$ cat src/rtl/fetch_queue_pkg.sv
// Shared widths, reset default and queue entry type for the instruction-fetch front end.
package fetch_queue_pkg;

  localparam int XLEN = 64;
  localparam int ILEN = 32;
  localparam logic [XLEN-1:0] RESET_PC_DEFAULT = 64'h0;
  localparam logic [XLEN-1:0] PC_STEP = 64'd4;

  typedef struct packed {
    logic [XLEN-1:0] pc;
    logic [ILEN-1:0] instr;
  } fq_entry_t;

  // Sequential fetch address; wraps modulo 2^64.
  function automatic logic [XLEN-1:0] next_seq_pc(input logic [XLEN-1:0] pc);
    return pc + PC_STEP;
  endfunction

endpackage

$ cat src/rtl/fetch_queue_if.sv
// Memory-request, queue-head and redirect signals of the fetch front end.
// Handshakes: an imem request fires on imem_req_out & imem_ready_in and holds its address until
// accepted or redirected; the head is consumed on valid_out & ready_in; no valid depends on a ready.
interface fetch_queue_if;
  import fetch_queue_pkg::*;

  logic            imem_req_out;
  logic [XLEN-1:0] imem_addr_out;
  logic            imem_ready_in;
  logic            imem_valid_in;
  logic [ILEN-1:0] imem_data_in;
  logic            valid_out;
  logic [XLEN-1:0] pc_out;
  logic [ILEN-1:0] instr_out;
  logic            ready_in;
  logic            pred_taken_in;
  logic [XLEN-1:0] pred_target_in;
  logic            redirect_in;
  logic [XLEN-1:0] redirect_pc_in;
  logic [7:0]      flush_cnt_out;

  modport master (
    output imem_req_out, imem_addr_out, valid_out, pc_out, instr_out, flush_cnt_out,
    input  imem_ready_in, imem_valid_in, imem_data_in, ready_in,
    input  pred_taken_in, pred_target_in, redirect_in, redirect_pc_in
  );

  modport slave (
    input  imem_req_out, imem_addr_out, valid_out, pc_out, instr_out, flush_cnt_out,
    output imem_ready_in, imem_valid_in, imem_data_in, ready_in,
    output pred_taken_in, pred_target_in, redirect_in, redirect_pc_in
  );

endinterface

$ cat src/rtl/fetch_queue_sync_fifo.sv
// Synchronous circular FIFO with clear; pop data reads zero while empty.
module fetch_queue_sync_fifo #(
  parameter  int WIDTH = 8,
  parameter  int DEPTH = 4,
  localparam int CW    = $clog2(DEPTH + 1)
) (
  input  logic             clk_i,
  input  logic             rst_i,
  input  logic             clear_i,
  input  logic             push_i,
  input  logic [WIDTH-1:0] push_data_i,
  input  logic             pop_i,
  output logic [WIDTH-1:0] pop_data_o,
  output logic             full_o,
  output logic             empty_o,
  output logic [CW-1:0]    count_o
);

  localparam int AW = (DEPTH > 1) ? $clog2(DEPTH) : 1;

  logic [WIDTH-1:0] mem_q [DEPTH];
  logic [AW-1:0]    rd_ptr_q, rd_ptr_d;
  logic [AW-1:0]    wr_ptr_q, wr_ptr_d;
  logic [CW-1:0]    count_q, count_d;
  logic             do_push, do_pop;

  function automatic logic [AW-1:0] bump(input logic [AW-1:0] p);
    return (p == AW'(DEPTH - 1)) ? '0 : p + AW'(1);
  endfunction

  assign empty_o    = (count_q == '0);
  assign full_o     = (count_q == CW'(DEPTH));
  assign count_o    = count_q;
  assign do_pop     = pop_i && !empty_o;
  // A push into a full FIFO is accepted only when the same cycle frees a slot.
  assign do_push    = push_i && (!full_o || do_pop);
  assign pop_data_o = empty_o ? '0 : mem_q[rd_ptr_q];

  always_comb begin
    rd_ptr_d = rd_ptr_q;
    wr_ptr_d = wr_ptr_q;
    count_d  = count_q;
    if (clear_i) begin
      rd_ptr_d = '0;
      wr_ptr_d = '0;
      count_d  = '0;
    end else begin
      if (do_push) wr_ptr_d = bump(wr_ptr_q);
      if (do_pop)  rd_ptr_d = bump(rd_ptr_q);
      if (do_push && !do_pop)      count_d = count_q + CW'(1);
      else if (do_pop && !do_push) count_d = count_q - CW'(1);
    end
  end

  always_ff @(posedge clk_i or posedge rst_i) begin
    if (rst_i) begin
      rd_ptr_q <= '0;
      wr_ptr_q <= '0;
      count_q  <= '0;
    end else begin
      rd_ptr_q <= rd_ptr_d;
      wr_ptr_q <= wr_ptr_d;
      count_q  <= count_d;
    end
  end

  always_ff @(posedge clk_i) begin
    if (do_push && !clear_i) mem_q[wr_ptr_q] <= push_data_i;
  end

endmodule

$ cat src/rtl/fetch_queue.sv
// Fetch PC generation, imem request issue, in-order instruction queue and redirect/kill handling.
module fetch_queue
  import fetch_queue_pkg::*;
#(
  parameter logic [XLEN-1:0] RESET_PC  = RESET_PC_DEFAULT,
  parameter int              DEPTH     = 4,
  parameter int              MAX_OUTST = 2
) (
  input logic          clk_in,
  input logic          rst_in,
  fetch_queue_if.master bus
);

  localparam int CW = $clog2(DEPTH + 1);
  localparam int OW = $clog2(MAX_OUTST + 1);

  logic [XLEN-1:0] fetch_pc_q, fetch_pc_d;
  logic [OW-1:0]   kill_q, kill_d;
  logic [7:0]      flush_cnt_q, flush_cnt_d;

  logic [OW-1:0]   outst, outst_next;
  logic [XLEN-1:0] tag_pc;
  logic            tag_full, tag_empty;
  logic [CW-1:0]   q_count;
  logic            q_full, q_empty;
  fq_entry_t       push_entry, head;

  logic req, fire, resp, drop, consume, pred_flush, flush, q_push, q_pop;

  // A queue slot is reserved for every in-flight request, so a response never finds the queue full.
  assign req        = !rst_in && !q_full && !tag_full && ((int'(q_count) + int'(outst)) < DEPTH);
  assign fire       = req && bus.imem_ready_in;
  assign resp       = bus.imem_valid_in && !tag_empty;
  assign drop       = resp && (kill_q != '0);
  assign consume    = !q_empty && bus.ready_in;
  assign pred_flush = consume && bus.pred_taken_in && !bus.redirect_in;
  assign flush      = bus.redirect_in || pred_flush;
  assign q_push     = resp && !drop && !flush;
  assign q_pop      = consume && !flush;
  assign outst_next = outst + OW'(fire) - OW'(resp);
  assign push_entry = '{pc: tag_pc, instr: bus.imem_data_in};

  always_comb begin
    kill_d = kill_q;
    // Everything still in flight after a flush (including a same-cycle request) is wrong-path.
    if (flush)     kill_d = outst_next;
    else if (drop) kill_d = kill_q - OW'(1);

    fetch_pc_d = fetch_pc_q;
    if (bus.redirect_in)  fetch_pc_d = bus.redirect_pc_in;
    else if (pred_flush)  fetch_pc_d = bus.pred_target_in;
    else if (fire)        fetch_pc_d = next_seq_pc(fetch_pc_q);

    flush_cnt_d = flush_cnt_q;
    if (flush && (flush_cnt_q != 8'hFF)) flush_cnt_d = flush_cnt_q + 8'd1;
  end

  always_ff @(posedge clk_in or posedge rst_in) begin
    if (rst_in) begin
      fetch_pc_q  <= RESET_PC;
      kill_q      <= '0;
      flush_cnt_q <= '0;
    end else begin
      fetch_pc_q  <= fetch_pc_d;
      kill_q      <= kill_d;
      flush_cnt_q <= flush_cnt_d;
    end
  end

  // Request-PC tags; its occupancy is the outstanding-request count.
  fetch_queue_sync_fifo #(.WIDTH(XLEN), .DEPTH(MAX_OUTST)) u_tag_fifo (
    .clk_i       (clk_in),
    .rst_i       (rst_in),
    .clear_i     (1'b0),
    .push_i      (fire),
    .push_data_i (fetch_pc_q),
    .pop_i       (resp),
    .pop_data_o  (tag_pc),
    .full_o      (tag_full),
    .empty_o     (tag_empty),
    .count_o     (outst)
  );

  fetch_queue_sync_fifo #(.WIDTH($bits(fq_entry_t)), .DEPTH(DEPTH)) u_instr_fifo (
    .clk_i       (clk_in),
    .rst_i       (rst_in),
    .clear_i     (flush),
    .push_i      (q_push),
    .push_data_i (push_entry),
    .pop_i       (q_pop),
    .pop_data_o  (head),
    .full_o      (q_full),
    .empty_o     (q_empty),
    .count_o     (q_count)
  );

  assign bus.imem_req_out  = req;
  assign bus.imem_addr_out = fetch_pc_q;
  assign bus.valid_out     = !q_empty;
  assign bus.pc_out        = head.pc;
  assign bus.instr_out     = head.instr;
  assign bus.flush_cnt_out = flush_cnt_q;

endmodule

$ cat src/flat_wrapper.sv
// flat-port wrapper written by rule: the top's interface ports become plain ports
module fetch_queue_flat import fetch_queue_pkg::*;
#(
  parameter logic [XLEN-1:0] RESET_PC  = RESET_PC_DEFAULT,
  parameter int              DEPTH     = 4,
  parameter int              MAX_OUTST = 2
)
  (clk_in, rst_in, bus_imem_req_out, bus_imem_addr_out, bus_valid_out, bus_pc_out, bus_instr_out, bus_flush_cnt_out, bus_imem_ready_in, bus_imem_valid_in, bus_imem_data_in, bus_ready_in, bus_pred_taken_in, bus_pred_target_in, bus_redirect_in, bus_redirect_pc_in);
  fetch_queue_if bus_i ();
  input logic clk_in;
  input logic rst_in;
  output wire logic [$bits(bus_i.imem_req_out)-1:0] bus_imem_req_out;
  output wire logic [$bits(bus_i.imem_addr_out)-1:0] bus_imem_addr_out;
  output wire logic [$bits(bus_i.valid_out)-1:0] bus_valid_out;
  output wire logic [$bits(bus_i.pc_out)-1:0] bus_pc_out;
  output wire logic [$bits(bus_i.instr_out)-1:0] bus_instr_out;
  output wire logic [$bits(bus_i.flush_cnt_out)-1:0] bus_flush_cnt_out;
  input wire logic [$bits(bus_i.imem_ready_in)-1:0] bus_imem_ready_in;
  input wire logic [$bits(bus_i.imem_valid_in)-1:0] bus_imem_valid_in;
  input wire logic [$bits(bus_i.imem_data_in)-1:0] bus_imem_data_in;
  input wire logic [$bits(bus_i.ready_in)-1:0] bus_ready_in;
  input wire logic [$bits(bus_i.pred_taken_in)-1:0] bus_pred_taken_in;
  input wire logic [$bits(bus_i.pred_target_in)-1:0] bus_pred_target_in;
  input wire logic [$bits(bus_i.redirect_in)-1:0] bus_redirect_in;
  input wire logic [$bits(bus_i.redirect_pc_in)-1:0] bus_redirect_pc_in;
  assign bus_imem_req_out = bus_i.imem_req_out;
  assign bus_imem_addr_out = bus_i.imem_addr_out;
  assign bus_valid_out = bus_i.valid_out;
  assign bus_pc_out = bus_i.pc_out;
  assign bus_instr_out = bus_i.instr_out;
  assign bus_flush_cnt_out = bus_i.flush_cnt_out;
  assign bus_i.imem_ready_in = bus_imem_ready_in;
  assign bus_i.imem_valid_in = bus_imem_valid_in;
  assign bus_i.imem_data_in = bus_imem_data_in;
  assign bus_i.ready_in = bus_ready_in;
  assign bus_i.pred_taken_in = bus_pred_taken_in;
  assign bus_i.pred_target_in = bus_pred_target_in;
  assign bus_i.redirect_in = bus_redirect_in;
  assign bus_i.redirect_pc_in = bus_redirect_pc_in;
  fetch_queue #(.RESET_PC(RESET_PC), .DEPTH(DEPTH), .MAX_OUTST(MAX_OUTST)) u_core (.clk_in(clk_in), .rst_in(rst_in), .bus(bus_i));
endmodule
$ cat config.mk
export PLATFORM = sky130hd
export DESIGN_NAME = fetch_queue_flat
export DESIGN_NICKNAME = d
export VERILOG_FILES = /design/src/rtl/fetch_queue_pkg.sv /design/src/rtl/fetch_queue_if.sv /design/src/rtl/fetch_queue_sync_fifo.sv /design/src/rtl/fetch_queue.sv /design/src/flat_wrapper.sv
export SDC_FILE = /design/constraint.sdc
export NUM_CORES = 1
export LEC_CHECK = 0
export CELL_PAD_IN_SITES_DETAIL_PLACEMENT = 1
export CELL_PAD_IN_SITES_GLOBAL_PLACEMENT = 1
export CORE_ASPECT_RATIO = 0.5
export CORE_MARGIN = 4
export CORE_UTILIZATION = 45
export CTS_CLUSTER_SIZE = 25
export DETAILED_ROUTE_END_ITERATION = 7
export PLACE_DENSITY_LB_ADDON = 0.1
export SLEW_MARGIN = 20
export SYNTH_ARGS = -nofsm -noshare
export SYNTH_HDL_FRONTEND = slang
export SYNTH_SLANG_ARGS = --single-unit
$ cat constraint.sdc
create_clock -name clk_in -period 5.2 [get_ports clk_in]
set_input_delay 1.04 -clock clk_in [delete_from_list [all_inputs] [get_ports clk_in]]
set_output_delay 1.04 -clock clk_in [all_outputs]
set_load 0.005 [all_outputs]
* Yosys cells after proc, flatten, opt, wreduce, memory -nomap -nowiden
Memory sizes are Yosys's and may differ from the RTL's. Cells that the tools add are included.
Word-level totals: memories kept 2, word-level logic and storage cells 101, bits in writable memories 512, output and inout port bits 170, register bits 85, bits of input ports 167
Operators by class: eq/ne operators 5, reduce and logical (&&, ||, !) cells 46, $lt $le $gt $ge 1, add/subtract/negate cells 14, multiplexer cells 24
Memories:
- u_core.u_instr_fifo.mem_q | words 4, bits a word 96, read ports 1, clocked after Yosys merged registers in 0, write ports 1, RTL line fetch_queue_sync_fifo.sv:21 | logic [WIDTH-1:0] mem_q [DEPTH];
- u_core.u_tag_fifo.mem_q | words 2, bits a word 64, read ports 1, clocked after Yosys merged registers in 0, write ports 1, RTL line fetch_queue_sync_fifo.sv:21
Operators with widths (number):
- 64-bit 2-to-1 mux | 4
- 96-bit 2-to-1 mux | 1
- 64-bit by 3-bit adder with 64-bit output (second input constant) | 1
- 32-bit by 4-bit < comparator with 1-bit output (second input constant) | 1
- 1-bit logical AND | 22
- 2-bit 2-to-1 mux | 10
- 1-bit zero test | 12
- 2-bit nonzero test | 5
- 3-bit 2-to-1 mux | 3
- 8-bit by 1-bit adder with 8-bit output (second input constant) | 1
- 8-bit != test (second input constant) | 1
- 2-bit by 1-bit adder with 2-bit output (second input constant) | 3
- 2-bit equality test (second input constant) | 3
- 1-bit 2-to-1 mux | 6
- 3-bit nonzero test | 2
- 3-bit by 2-bit adder with 4-bit output | 1
- 2-bit by 1-bit subtractor with 2-bit output (second input constant) | 2
- 3-bit by 1-bit adder with 3-bit output (second input constant) | 1
- 3-bit equality test (second input constant) | 1
- 3-bit zero test | 1
- 1-bit logical OR | 3
- 3-bit by 1-bit subtractor with 3-bit output (second input constant) | 1
- 1-bit adder (second input constant) | 2
- 2-bit by 1-bit adder with 2-bit output | 1
- 2 further kinds | 2

* Logic depth before layout (Yosys ltp)
Gate-level depths: netlist (run 1).
depth in word-level cells 16, gate-level depth with buffers 11, gate-level depth less buffers 9

* Cells and area by module
Synthesis (run 1) repeated with hierarchy kept, for this count alone.
Second synthesis, totals: cell total of the unflattened synthesis 1651, area, all modules 25424.4 um^2
Modules (own cells, without submodules):
- fetch_queue_sync_fifo (u_core.u_instr_fifo) | cells an instance 660, area each 15009.4 um^2, seq. area each 11706.2 um^2, instances 1
- fetch_queue | cells an instance 696, area each 5348.9 um^2, seq. area each 1851.8 um^2, instances 1
- fetch_queue_sync_fifo (u_core.u_tag_fifo) | cells an instance 295, area each 5066.1 um^2, seq. area each 3943.8 um^2, instances 1

* Worst setup path after synthesis (run 1)
OpenSTA, ideal clock, no wires.
path type input port to flip-flop, start point input rst_in, end point memory u_core.u_tag_fifo.mem_q[0][0] in the netlist's numbering, enable pin, required time 4.713 ns, path slack 0.141 ns, stages 5, arrival 4.572 ns, buffers on the path 2, setup time 0.487 ns, path through nor3_1 -> nand4_1 -> clkbuf_1 -> clkbuf_1 -> nor2_1
Between the ends: word-level cells in the longest chain between the ends 8
Ends and longest elaborated chain:
- start: declaration | RTL line flat_wrapper.sv:11 | input logic rst_in;
- 1-bit zero test (no line)
- 1-bit logical AND (3 in a row) | RTL line fetch_queue.sv:31 | assign req = !rst_in && !q_full && !tag_full && ((int'(q_count) + int'(outst)) < DEPTH);
- 1-bit logical AND | RTL line fetch_queue.sv:32 | assign fire = req && bus.imem_ready_in;
- 1-bit logical AND | RTL line fetch_queue_sync_fifo.sv:36 | assign do_push = push_i && (!full_o || do_pop);
- 1-bit 2-to-1 mux | RTL line fetch_queue_sync_fifo.sv:68 | if (do_push && !clear_i) mem_q[wr_ptr_q] <= push_data_i;
- 1-bit 2-to-1 mux (implied by the code) | RTL line fetch_queue_sync_fifo.sv:68
- end: declaration | RTL line fetch_queue_sync_fifo.sv:21
Every way passes these cells.

* Worst setup path in the final report (run 1)
start point register u_core.u_instr_fifo.rd_ptr_q[0], end point output bus_pc_out[1]
Between the ends: word-level cells in the longest chain between the ends 2
Ends and longest elaborated chain:
- start: declaration | RTL line fetch_queue_sync_fifo.sv:22 | logic [AW-1:0] rd_ptr_q, rd_ptr_d;
- start signal: assignment | RTL line fetch_queue_sync_fifo.sv:61 | rd_ptr_q <= rd_ptr_d;
- memory 4 x 96 bit
- 96-bit 2-to-1 mux | RTL line fetch_queue_sync_fifo.sv:37 | assign pop_data_o = empty_o ? '0 : mem_q[rd_ptr_q];
- end: declaration | RTL line flat_wrapper.sv:15 | output wire logic [$bits(bus_i.pc_out)-1:0] bus_pc_out;
Every way passes these cells.

==> results of run 1 <==
-- cell usage in the layout, fill, tap and decap left out, drive strengths merged, types with 16 or more instances in the layout --
cell             n
edfxtp         512
clkdlybuf4s50  335
nor2           110
and2           105
mux4            96
dfrtp           85
a21oi           79
mux2i           66
nand2           63
clkbuf          61
o21ai           59
a22oi           43
buf             31
inv             30
nand3           29
nand4           23
clkinv          23
o31ai           19
xnor2           16
-- cell families after synthesis --
group                      count (synthesis)  share of synthesized area (%)
adders and majority gates                 14                          0.737
AOI/OAI and AO/OA                        257                           6.55
buffers and inverters                    112                           1.74
DFF                                      597                           70.6
and+or+nand+nor                          381                           8.01
muxes                                    163                           11.4
xor gates and xnor gates                  26                          0.919
-- area by class of cell --
type	instances	share of cell area, %
clock buffer	61	4.42
clock inverter	37	1.39
inverter	27	0.336
multi-input combinational	841	22.3
sequential	597	56.6
tap	744	3.01
timing repair buffer	366	11.9
-- Yosys cell counts, drive strengths merged, types with 10 or more instances --
cell type  instances
edfxtp           512
nor2             110
and2             105
mux4              96
dfrtp             85
a21oi             79
mux2i             66
clkbuf            63
nand2             63
o21ai             59
a22oi             43
nand3             29
inv               27
nand4             23
buf               22
o31ai             19
xnor2             16
ha                13
nor4              12
nor3              11
xor2              10
-- worst reg2reg max path: stages, from the launching register on --
cell and delay (ns):
dfrtp_1 0.48, o311ai_0 0.97, nand2_1 0.25, nor3_2 0.59, and2_4 0.75, buf_4 0.44
-- per-layer routing --
metal | global-route usage, % | vias to the layer above | part of all wire, %
met5 | 0 | - | 0.035
met2 | 41.7 | 422 | 51
met4 | 5.17 | 4 | 1.9
li1 | - | 6727 | -
met3 | 3.88 | 92 | 4.7
met1 | 31.5 | 8110 | 42
-- where the power goes --
| part | switching, mW | internal (mW) | total (mW) |
|---|---|---|---|
| sequential | 0.646 | 6.13 | 6.78 |
| clock | 1.82 | 2.31 | 4.13 |
| combinational | 2.36 | 2.34 | 4.70 |
| total | 4.83 | 10.8 | 15.6 |
-- final timing paths --
kind                                                     to  slack (ns)
setup / recovery                              bus_pc_out[1]        0.98
hold / removal                  u_core.bus.flush_cnt_out[7]        0.51
setup reg to reg           u_core.u_instr_fifo.mem_q[1][20]        1.39
hold reg to reg                 u_core.bus.flush_cnt_out[7]        0.51
max in group asynchronous      u_core.bus.imem_addr_out[44]        3.23
min in group asynchronous       u_core.bus.flush_cnt_out[5]        1.02
-- through the flow --
stage               power [mW]  setup WS (ns)
floorplan                 8.89          0.141
global route              16.4          0.755
finish                    15.6          0.978
detailed placement        11.6          0.964
global placement          11.4           1.11
CTS                       15.7          0.850
-- flip-flops by register name (all words and copies together), names as in the netlist --
| signal | flops |
|---|---|
| u_core.u_tag_fifo.wr_ptr_q | 1 |
| u_core.u_instr_fifo.mem_q | 384 |
| u_core.u_instr_fifo.count_o | 3 |
| u_core.u_tag_fifo.rd_ptr_q | 1 |
| u_core.bus.flush_cnt_out | 8 |
| u_core.kill_q | 2 |
| u_core.u_instr_fifo.rd_ptr_q | 2 |
| u_core.u_instr_fifo.wr_ptr_q | 2 |
| u_core.bus.imem_addr_out | 64 |
| u_core.u_tag_fifo.mem_q | 128 |
| u_core.u_tag_fifo.count_o | 2 |
==> metrics.md, run 1 <==
| Metric | Value |
|---|---|
| Status | `finished clean` |
| Post-synthesis cell type count | `62` |
| Post-CTS Setup Repair Bufs | `0` |
| Initial core utilization | `45.8%` |
| Critical path's top delay family | `flip-flops` |
| Vias per cell | `5.74` |
| Cells on worst reg2reg path | `5` |
| Final #Nets | `2066` |
| Cell area after synthesis | `24800 um^2` |
| Clk pin slew, worst setup/hold paths | `0.07 ns` |
| DRT antenna net count | `0` |
| Worst EP arrival | `3.18 ns` |
| Post-synth EDFFs | `512` |
| Die Wd | `340 um` |
| Util after Layout | `57.2%` |
| Worst Hold Class | `register to register` |
| Largest net degree at the start of global routing | `91` |
| Total GRT Usage | `23.8%` |
| PwrDens | `504 nW/um^2` |
| Crit. Startpoint | `u_core.u_instr_fifo.rd_ptr_q[0]` |
| MaxCap Viol Count | `0` |
| Post-Layout Cell Count | `2673` |
| CTS tree | `yes` |
| Vias in the first global route | `16.6k` |
| Critical path data required time | `4.16 ns` |
| Crit Path Max Fanout | `39` |
| Share of cells above drive strength 1 | `12.5%` |
| Register area | `17500 um^2` |
| Dpl cells | `2574` |
| WP depth | `4` |
| Critical path cell sequence | `buf_12 -> mux4_2 -> and2_1 -> clkdlybuf4s50_1` |
| CTS buffer count | `52` |
| Slew HR | `26.6%` |
| Final min period | `4.22 ns` |
| Min-delay src | `u_core.bus.flush_cnt_out[7]` |
| Hold Fails Final Rpt | `0` |
| DRT iter0 DRCs | `1274` |
| Vias | `15.4k` |
| Yosys warns | `0` |
| Bufs and invs on worst path | `2` |
| Routed WL | `70600 um` |
| CP max-delay cell | `dfrtp_4` |
| DP Area | `29100 um^2` |
| # rows | `60` |
| Yosys top cell area share | `62.0%` |
| Hold depth | `1` |
| Setup TNS | `0 ns` |
| Type of the worst setup path | `register to output port` |
| Die area | `59100 um^2` |
| CTS root buf | `clkbuf_16` |
| Peak supply drop | `0.403 mV` |
| Pleak | `10.4 nW` |
| Total core area | `54100 um^2` |
| Multi-input logic area | `6910 um^2` |
| Area grow syn2layout | `24.8%` |
| Cell taking the most area after synthesis | `edfxtp_1` |
| Critical Path End Type | `output port` |
| Resize count post-CTS | `0` |
| Detail Placement HPWL | `46900 um` |
| Chip Height | `174 um` |
| Synth area leaders | `edfxtp_1, mux4_2, dfrtp_1` |
| Highest Clock Rate | `0.237 GHz` |
| # DRC | `0` |
| Synth Instances | `1550` |
| Post-synthesis net count | `1731` |
| Worst hold margin | `0.508 ns` |
| Delay of the slowest critical-path stage | `0.91 ns` |
| RSZ-0062 raised after global routing | `no` |
| Seq/Total Area, Yosys | `70.6%` |
| Final Slew Violations | `0` |
| Maximum clock path buffer count | `3` |
| # setup viols final | `0` |
| Total gr overflow | `0` |
| Worst slew pin tran | `1.09 ns` |
| Htree depth | `2` |
| Async S/R FF share, synth | `14.2%` |
| Average routed wire per standard cell | `26.4 um` |
| Clock Skews | `0.0289 ns` |
| CTS Hold Bufs | `0` |
| Tcrit/Tclk final | `81.2%` |
| Finished Cell Area | `30900 um^2` |
| Top FF cell, synth | `edfxtp_1` |
| Worst setup SP type | `register` |
| Reg2reg start | `u_core.u_instr_fifo.count_o[2]` |
| Num Clock Sinks | `597` |
| Filler Cell Count | `5052` |
| Routability cong. | `0.838` |
| First-pass GRT wire length | `106000 um` |
| Average size of a mapped cell | `16.0 um^2` |
| FF+latch count, synth | `597` |
| Initial antenna violation count | `3` |
| TritonRoute pass-1 iters | `5` |
| Ant diodes | `0` |
| # IOs | `337` |
| Clk Latency, worst-skew pair | `0.62 ns` |
| IO buf count | `336` |
Note: power is estimated with default switching activity, not from simulation.
==> run 2: changes to the inputs <==
clock period = 3.9 ns   (was 5.2 ns; I/O delays follow)
==> run 2 against run 1 <==
Final area is 0.82% higher. First-iteration DRC count is 3.0% higher. Core utilization is 0.47 points higher. Global-route usage is 0.64 points higher. Critical path depth stayed put. Register-to-register slack worse by 0.59 ns. Sequential share of layout area is 0.46 points lower. Count of clock-buffer cells in the layout is 3 higher. Die area stayed put. Wire length is 2.0% higher.
==> metrics.md, run 2 (synthesis results as in run 1) <==
| Metric | Value |
|---|---|
| Switch share | `31.0% (about the same)` |
| PwrDens | `669 nW/um^2 (+33%)` |
| Clk pin slew, worst setup/hold paths | `0.07 ns (about the same)` |
| Largest register by flop count | `u_core.u_instr_fifo.mem_q` |
| Share of cells above drive strength 1 | `13.0% (+0.47 points)` |
| Vias | `15.5k (+1.2%)` |
| Area grow syn2layout | `25.9%` |
| MaxCap Viol Count | `0 (unchanged)` |
| Post-CTS Setup Repair Bufs | `0 (unchanged)` |
| TritonRoute pass-1 iters | `5 (unchanged)` |
| Tcrit/Tclk final | `96.2%` |
| Hold Fails Final Rpt | `0 (unchanged)` |
| # IOs | `337 (unchanged)` |
| Status | `finished clean` |
| Worst Hold End | `u_core.u_tag_fifo.mem_q[0][0]` |
| RSZ-0062 raised after global routing | `no` |
| Pwr Total | `20.9 mW (+34%)` |
| # setup viols final | `0 (unchanged)` |
| Critical Path End Type | `output port` |
| Chip Height | `174 um (unchanged)` |
| DRT iter0 DRCs | `1312 (+3.0%)` |
| Largest net degree at the start of global routing | `65 (-29%)` |
| First-pass GRT wire length | `109000 um (+2.7%)` |
| Critical path's top delay family | `buffers and inverters` |
| Total gr overflow | `0 (unchanged)` |
| Average routed wire per standard cell | `26.8 um (+1.4%)` |
| Setup TNS | `0 ns (unchanged)` |
| Num Clock Sinks | `597 (unchanged)` |
| Initial antenna violation count | `1 (-2)` |
| Met1 Track Usage GR | `33.1% (+1.6 points)` |
| Cells on worst reg2reg path | `9 (+4)` |
| # DRC | `0 (unchanged)` |
| Die Wd | `340 um (unchanged)` |
| Routed WL | `71900 um (+2.0%)` |
| Routability cong. | `0.851 (+1.6%)` |
| CTS root buf | `clkbuf_16` |
| Total core area | `54100 um^2 (unchanged)` |
| Highest Clock Rate | `0.266 GHz` |
| Worst setup SP type | `register` |
| # rows | `60 (unchanged)` |
| Grt peak-use layer | `met2` |
| Pleak | `10.5 nW (+0.93%)` |
| IO buf count | `336 (unchanged)` |
| CP max-delay cell | `dfrtp_4` |
| Worst EP arrival | `2.97 ns (-0.21 ns)` |
| Vias in the first global route | `17.0k (+2.4%)` |
| Critical path data required time | `3.12 ns (-1.04 ns)` |
| Maximum clock path buffer count | `3 (unchanged)` |
| Global Route met2 Usage | `41.1% (-0.57 points)` |
| Final Slew Violations | `0 (unchanged)` |
| Vias per cell | `5.78 (+0.60%)` |
| Reg2reg start | `u_core.u_instr_fifo.count_o[1]` |
| Delay of the slowest critical-path stage | `0.76 ns (-0.15 ns)` |
| Reg2Reg Setup Slack | `0.80 ns (-0.59 ns)` |
| Total GRT Usage | `24.4% (+0.64 points)` |
| Final #Nets | `2081 (+0.73%)` |
| Resize count post-CTS | `0 (unchanged)` |
| CTS buffer count | `53 (+1.9%)` |
| Clock Skews | `0.0246 ns (-0.00426 ns)` |
| Logic gate share of total power | `30.6% (+0.5 points)` |
| Die area | `59100 um^2 (unchanged)` |
| Final min period | `3.75 ns` |
| Max reg flops | `384 (unchanged)` |
| Clk pwr share | `26.2% (-0.2 points)` |
| Detail Placement HPWL | `48500 um (+3.5%)` |
| CTS Hold Bufs | `0 (unchanged)` |
| Most common cell after layout, fill and taps aside | `edfxtp_1` |
| Initial core utilization | `45.8% (unchanged)` |
| Hold depth | `0 (-1)` |
| CTS tree | `yes` |
| Bufs and invs on worst path | `2 (unchanged)` |
| Worst Hold Class | `register to register` |
| Slew HR | `28.1% (+1.6 points)` |
| Sequential share of power | `43.2% (-0.2 points)` |
| Most frequent cells in the layout | `edfxtp_1, clkdlybuf4s50_1, nor2_1, and2_1, mux4_2` |
| Internal | `14.4 mW (+34%)` |
| Htree depth | `2 (unchanged)` |
| Peak supply drop | `0.395 mV (-2.0%)` |
| DRT antenna net count | `0 (unchanged)` |
| Min-delay src | `u_core.bus.imem_addr_out[0]` |
| Crit Path Max Fanout | `31 (-21%)` |
| Type of the worst setup path | `register to output port` |
| Util after Layout | `57.6% (+0.47 points)` |
| Worst slew pin tran | `1.08 ns (-0.0111 ns)` |
| Critical path cell sequence | `buf_12 -> mux4_2 -> and2_1 -> clkdlybuf4s50_1` |
| Worst R2R End | `u_core.u_instr_fifo.count_o[2]` |
| Worst hold margin | `0.506 ns (-0.00183 ns)` |
| Met3 usage | `3.44% (-0.44 points)` |
| Clk Latency, worst-skew pair | `0.61 ns (about the same)` |
| Psw | `6.46 mW (+34%)` |
[run 2: final cells by class]
type                    count  area, um^2
multi-input cells         841        6900
well taps                 744         931
clock buffers              64        1420
inverters                  27         104
diodes                      1        2.50
fillers                  4999       22900
repair buffers            380        3930
flip-flops and latches    597       17500
clock inverters            35         399
[run 2: worst max-delay path by stage]
stage	cells after the start	endpoint	slack [ns]	startpoint
3_5_place_dp	8	u_core.bus.imem_addr_out[11]	0.60	bus_ready_in
4_1_cts	4	bus_pc_out[31]	0.13	u_core.u_instr_fifo.rd_ptr_q[0]
2_1_floorplan	6	u_core.u_tag_fifo.mem_q[1][0]	0.05	rst_in
3_3_place_gp	10	u_core.u_instr_fifo.count_o[2]	0.71	bus_ready_in
6_report	4	bus_pc_out[31]	0.15	u_core.u_instr_fifo.rd_ptr_q[0]
5_1_grt	4	bus_pc_out[33]	0.02	u_core.u_instr_fifo.rd_ptr_q[0]
[run 2: per-stage QoR]
stage,area (um^2),instances,worst slack [ns]
CTS,31200,2688,0.131
detailed placement,29400,2589,0.600
finish,31200,2689,0.146
global route,31200,2689,0.0168
global placement,29400,2589,0.710
floorplan,24800,1550,0.0500
[run 2: power by group through the flow]
stage	registers (mW)	logic (mW)	clock network, mW
after floorplan	8.71	3.13	0
after global placement	9.06	6.23	0
after detailed placement	9.14	6.46	0
after CTS	9.01	6.50	5.57
after global routing	9.10	6.93	5.88
final	9.02	6.38	5.46
[run 2: metal layers]
layer	share of wire (%)	vias up	wire length (um)
met2	50	475	36000
met1	42	8168	30500
met5	0	-	0
li1	-	6764	-
met3	4.4	133	3190
met4	3.2	0	2280
==> run 3: changes to the inputs <==
CELL_PAD_IN_SITES_DETAIL_PLACEMENT = 2   (was 1)
CELL_PAD_IN_SITES_GLOBAL_PLACEMENT = 2   (was 1)
CORE_UTILIZATION = 40   (was 45)
GPL_ROUTABILITY_DRIVEN = 0   (was unset)
==> run 3 against run 2 <==
Cell count increased by 3.3%. Critical endpoint is now bus_instr_out[8]. Worst hold slack gained 0.016 ns. Via count is 1.1% higher. Sequential share of layout area decreased by 0.18 points. Die area increased by 12%. Sequential cell count unchanged. Final area is 0.31% higher. Combinational power increased by 5.0%. Non-clock buffer count rose by 6. Wire length grew 13%. Global-route usage is 0.061 points lower.
==> metrics.md, run 3 (synthesis results as in run 1) <==
| Metric | Value |
|---|---|
| Status | `finished clean` |
| Pleak | `10.5 nW (+0.30%)` |
| Area grow syn2layout | `26.3%` |
| Most common cell after layout, fill and taps aside | `edfxtp_1` |
| Bufs and invs on worst path | `2 (unchanged)` |
| Multi-input logic area | `6910 um^2 (about the same)` |
| Vias | `15.7k (+1.1%)` |
| Htree depth | `2 (unchanged)` |
| Highest Clock Rate | `0.264 GHz (-1.0%)` |
| Average routed wire per standard cell | `29.3 um (+9.4%)` |
| Dpl cells | `2676 (+3.4%)` |
| CTS tree | `yes` |
| Resize count post-CTS | `0 (unchanged)` |
| Total gr overflow | `0 (unchanged)` |
| First-pass GRT wire length | `121000 um (+10%)` |
| CTS Hold Bufs | `0 (unchanged)` |
| Largest register by flop count | `u_core.u_instr_fifo.mem_q` |
| PwrDens | `682 nW/um^2 (+2.0%)` |
| RSZ-0062 raised after global routing | `no` |
| Share of cells above drive strength 1 | `12.9% (-0.060 points)` |
| Worst Hold Class | `register to register` |
| Die Wd | `360 um (+5.9%)` |
| Num Clock Sinks | `597 (unchanged)` |
| Worst slew pin tran | `0.966 ns (-0.110 ns)` |
| # rows | `64 (+6.7%)` |
| Type of the worst setup path | `register to output port` |
| Setup TNS | `0 ns (unchanged)` |
| Tcrit/Tclk final | `97.2% (+1.0 points)` |
| DRT iter0 DRCs | `1176 (-10%)` |
| Util after Layout | `51.1% (-6.5 points)` |
| Post-CTS Setup Repair Bufs | `0 (unchanged)` |
| CP max-delay cell | `dfrtp_4` |
| Chip Height | `184 um (+5.8%)` |
| Final #Nets | `2088 (+0.34%)` |
| Worst EP arrival | `3.01 ns (+0.04 ns)` |
| # DRC | `0 (unchanged)` |
| Clk Latency, worst-skew pair | `0.62 ns (about the same)` |
| Filler Cell Count | `5672 (+13%)` |
| # IOs | `337 (unchanged)` |
| Slew HR | `35.6% (+7.4 points)` |
| Final Slew Violations | `0 (unchanged)` |
| Delay of the slowest critical-path stage | `0.94 ns (+0.18 ns)` |
| Largest net degree at the start of global routing | `73 (+12%)` |
| Most frequent cells in the layout | `edfxtp_1, clkdlybuf4s50_1, nor2_1, and2_1, mux4_2` |
| Critical path data required time | `3.12 ns (about the same)` |
| DRT antenna net count | `0 (unchanged)` |
| Crit Path Max Fanout | `43 (+39%)` |
| TritonRoute pass-1 iters | `5 (unchanged)` |
| Clock Skews | `0.0290 ns (+0.00439 ns)` |
| Peak supply drop | `0.356 mV (-9.9%)` |
| Detail Placement HPWL | `55100 um (+14%)` |
| Vias in the first global route | `17.7k (+3.9%)` |
| Post-Layout Cell Count | `2779 (+3.3%)` |
| CTS buffer count | `54 (+1.9%)` |
| # setup viols final | `0 (unchanged)` |
| Die area | `66200 um^2 (+12%)` |
| Hold Fails Final Rpt | `0 (unchanged)` |
| Max reg flops | `384 (unchanged)` |
| Initial antenna violation count | `0 (-1)` |
| Routed WL | `81300 um (+13%)` |
| Final min period | `3.79 ns (+0.0390 ns)` |
| Worst setup SP type | `register` |
| CTS root buf | `clkbuf_16` |
| Total core area | `61200 um^2 (+13%)` |
| Register area | `17500 um^2 (unchanged)` |
| Vias per cell | `5.65 (-2.2%)` |
| Maximum clock path buffer count | `3 (unchanged)` |
| Critical path cell sequence | `buf_4 -> mux4_2 -> and2_1 -> clkdlybuf4s50_1` |
| MaxCap Viol Count | `0 (unchanged)` |
| IO buf count | `336 (unchanged)` |
| Initial core utilization | `40.5% (-5.3 points)` |
| Critical Path End Type | `output port` |
| Total GRT Usage | `24.4% (-0.061 points)` |
| Clk pin slew, worst setup/hold paths | `0.06 ns (about the same)` |
| Critical path's top delay family | `flip-flops` |
-- run 3: changes by cell type in the layout (fill, tap and decap cells not counted), moves of 2 or more --
cell / previous run / this run
clkinv_4: 4 / 1
buf_12: 19 / 13
clkinvlp_4: 3 / 0
buf_4: 25 / 37
clkinv_1: 8 / 13
clkbuf_1: 6 / 10
clkbuf_16: 53 / 55
-- run 3: worst paths after layout --
| check | from | to | slack [ns] | depth (start not counted) |
|---|---|---|---|---|
| setup / recovery | u_core.u_instr_fifo.rd_ptr_q[1] | bus_instr_out[8] | 0.11 | 4 |
| hold / removal | u_core.bus.flush_cnt_out[7] | u_core.bus.flush_cnt_out[7] | 0.52 | 1 |
| setup reg to reg | u_core.bus.imem_addr_out[10] | u_core.bus.imem_addr_out[48] | 0.86 | 6 |
| hold reg to reg | u_core.bus.flush_cnt_out[7] | u_core.bus.flush_cnt_out[7] | 0.52 | 1 |
| max in group asynchronous | rst_in | u_core.u_instr_fifo.rd_ptr_q[0] | 2.34 | 3 |
| min in group asynchronous | rst_in | u_core.bus.flush_cnt_out[6] | 0.71 | 2 |
-- run 3: cell type report --
class                      count  area share, %
multi-input combinational    841           22.1
clock buffer                  69           4.69
clock inverter                33           1.19
inverter                      27          0.328
sequential                   597           56.0
antenna                        1        0.00800
tap                          825           3.30
timing repair buffer         386           12.5
-- run 3: stage by stage --
step           instance area (um^2)  power (mW)  hold WS, ns  setup slack (ns)
2_1_floorplan                 24800        11.8        0.478            0.0500
3_3_place_gp                  29400        15.4        0.494             0.608
4_1_cts                       31300        21.6        0.518            0.0911
6_report                      31300        21.3        0.521             0.107
5_1_grt                       31300        22.4        0.531            0.0254
3_5_place_dp                  29400        15.8        0.495             0.543
-- run 3: layer usage --
layer  wire, um  track usage [%]  vias to the layer above  share of wire (%)
met5          0                0                        -                  0
met4       1950             6.13                        0                2.4
met3       3540             3.62                      110                4.4
met2      41400             42.7                      402                 51
met1      34400             32.1                     8441                 42
li1           -                -                     6754                  -
-- run 3: power breakdown --
part           internal [mW]  total, mW  switching [mW]
Combinational           3.17       6.70            3.53
Sequential              8.18       9.01           0.831
Clock                   3.15       5.63            2.49
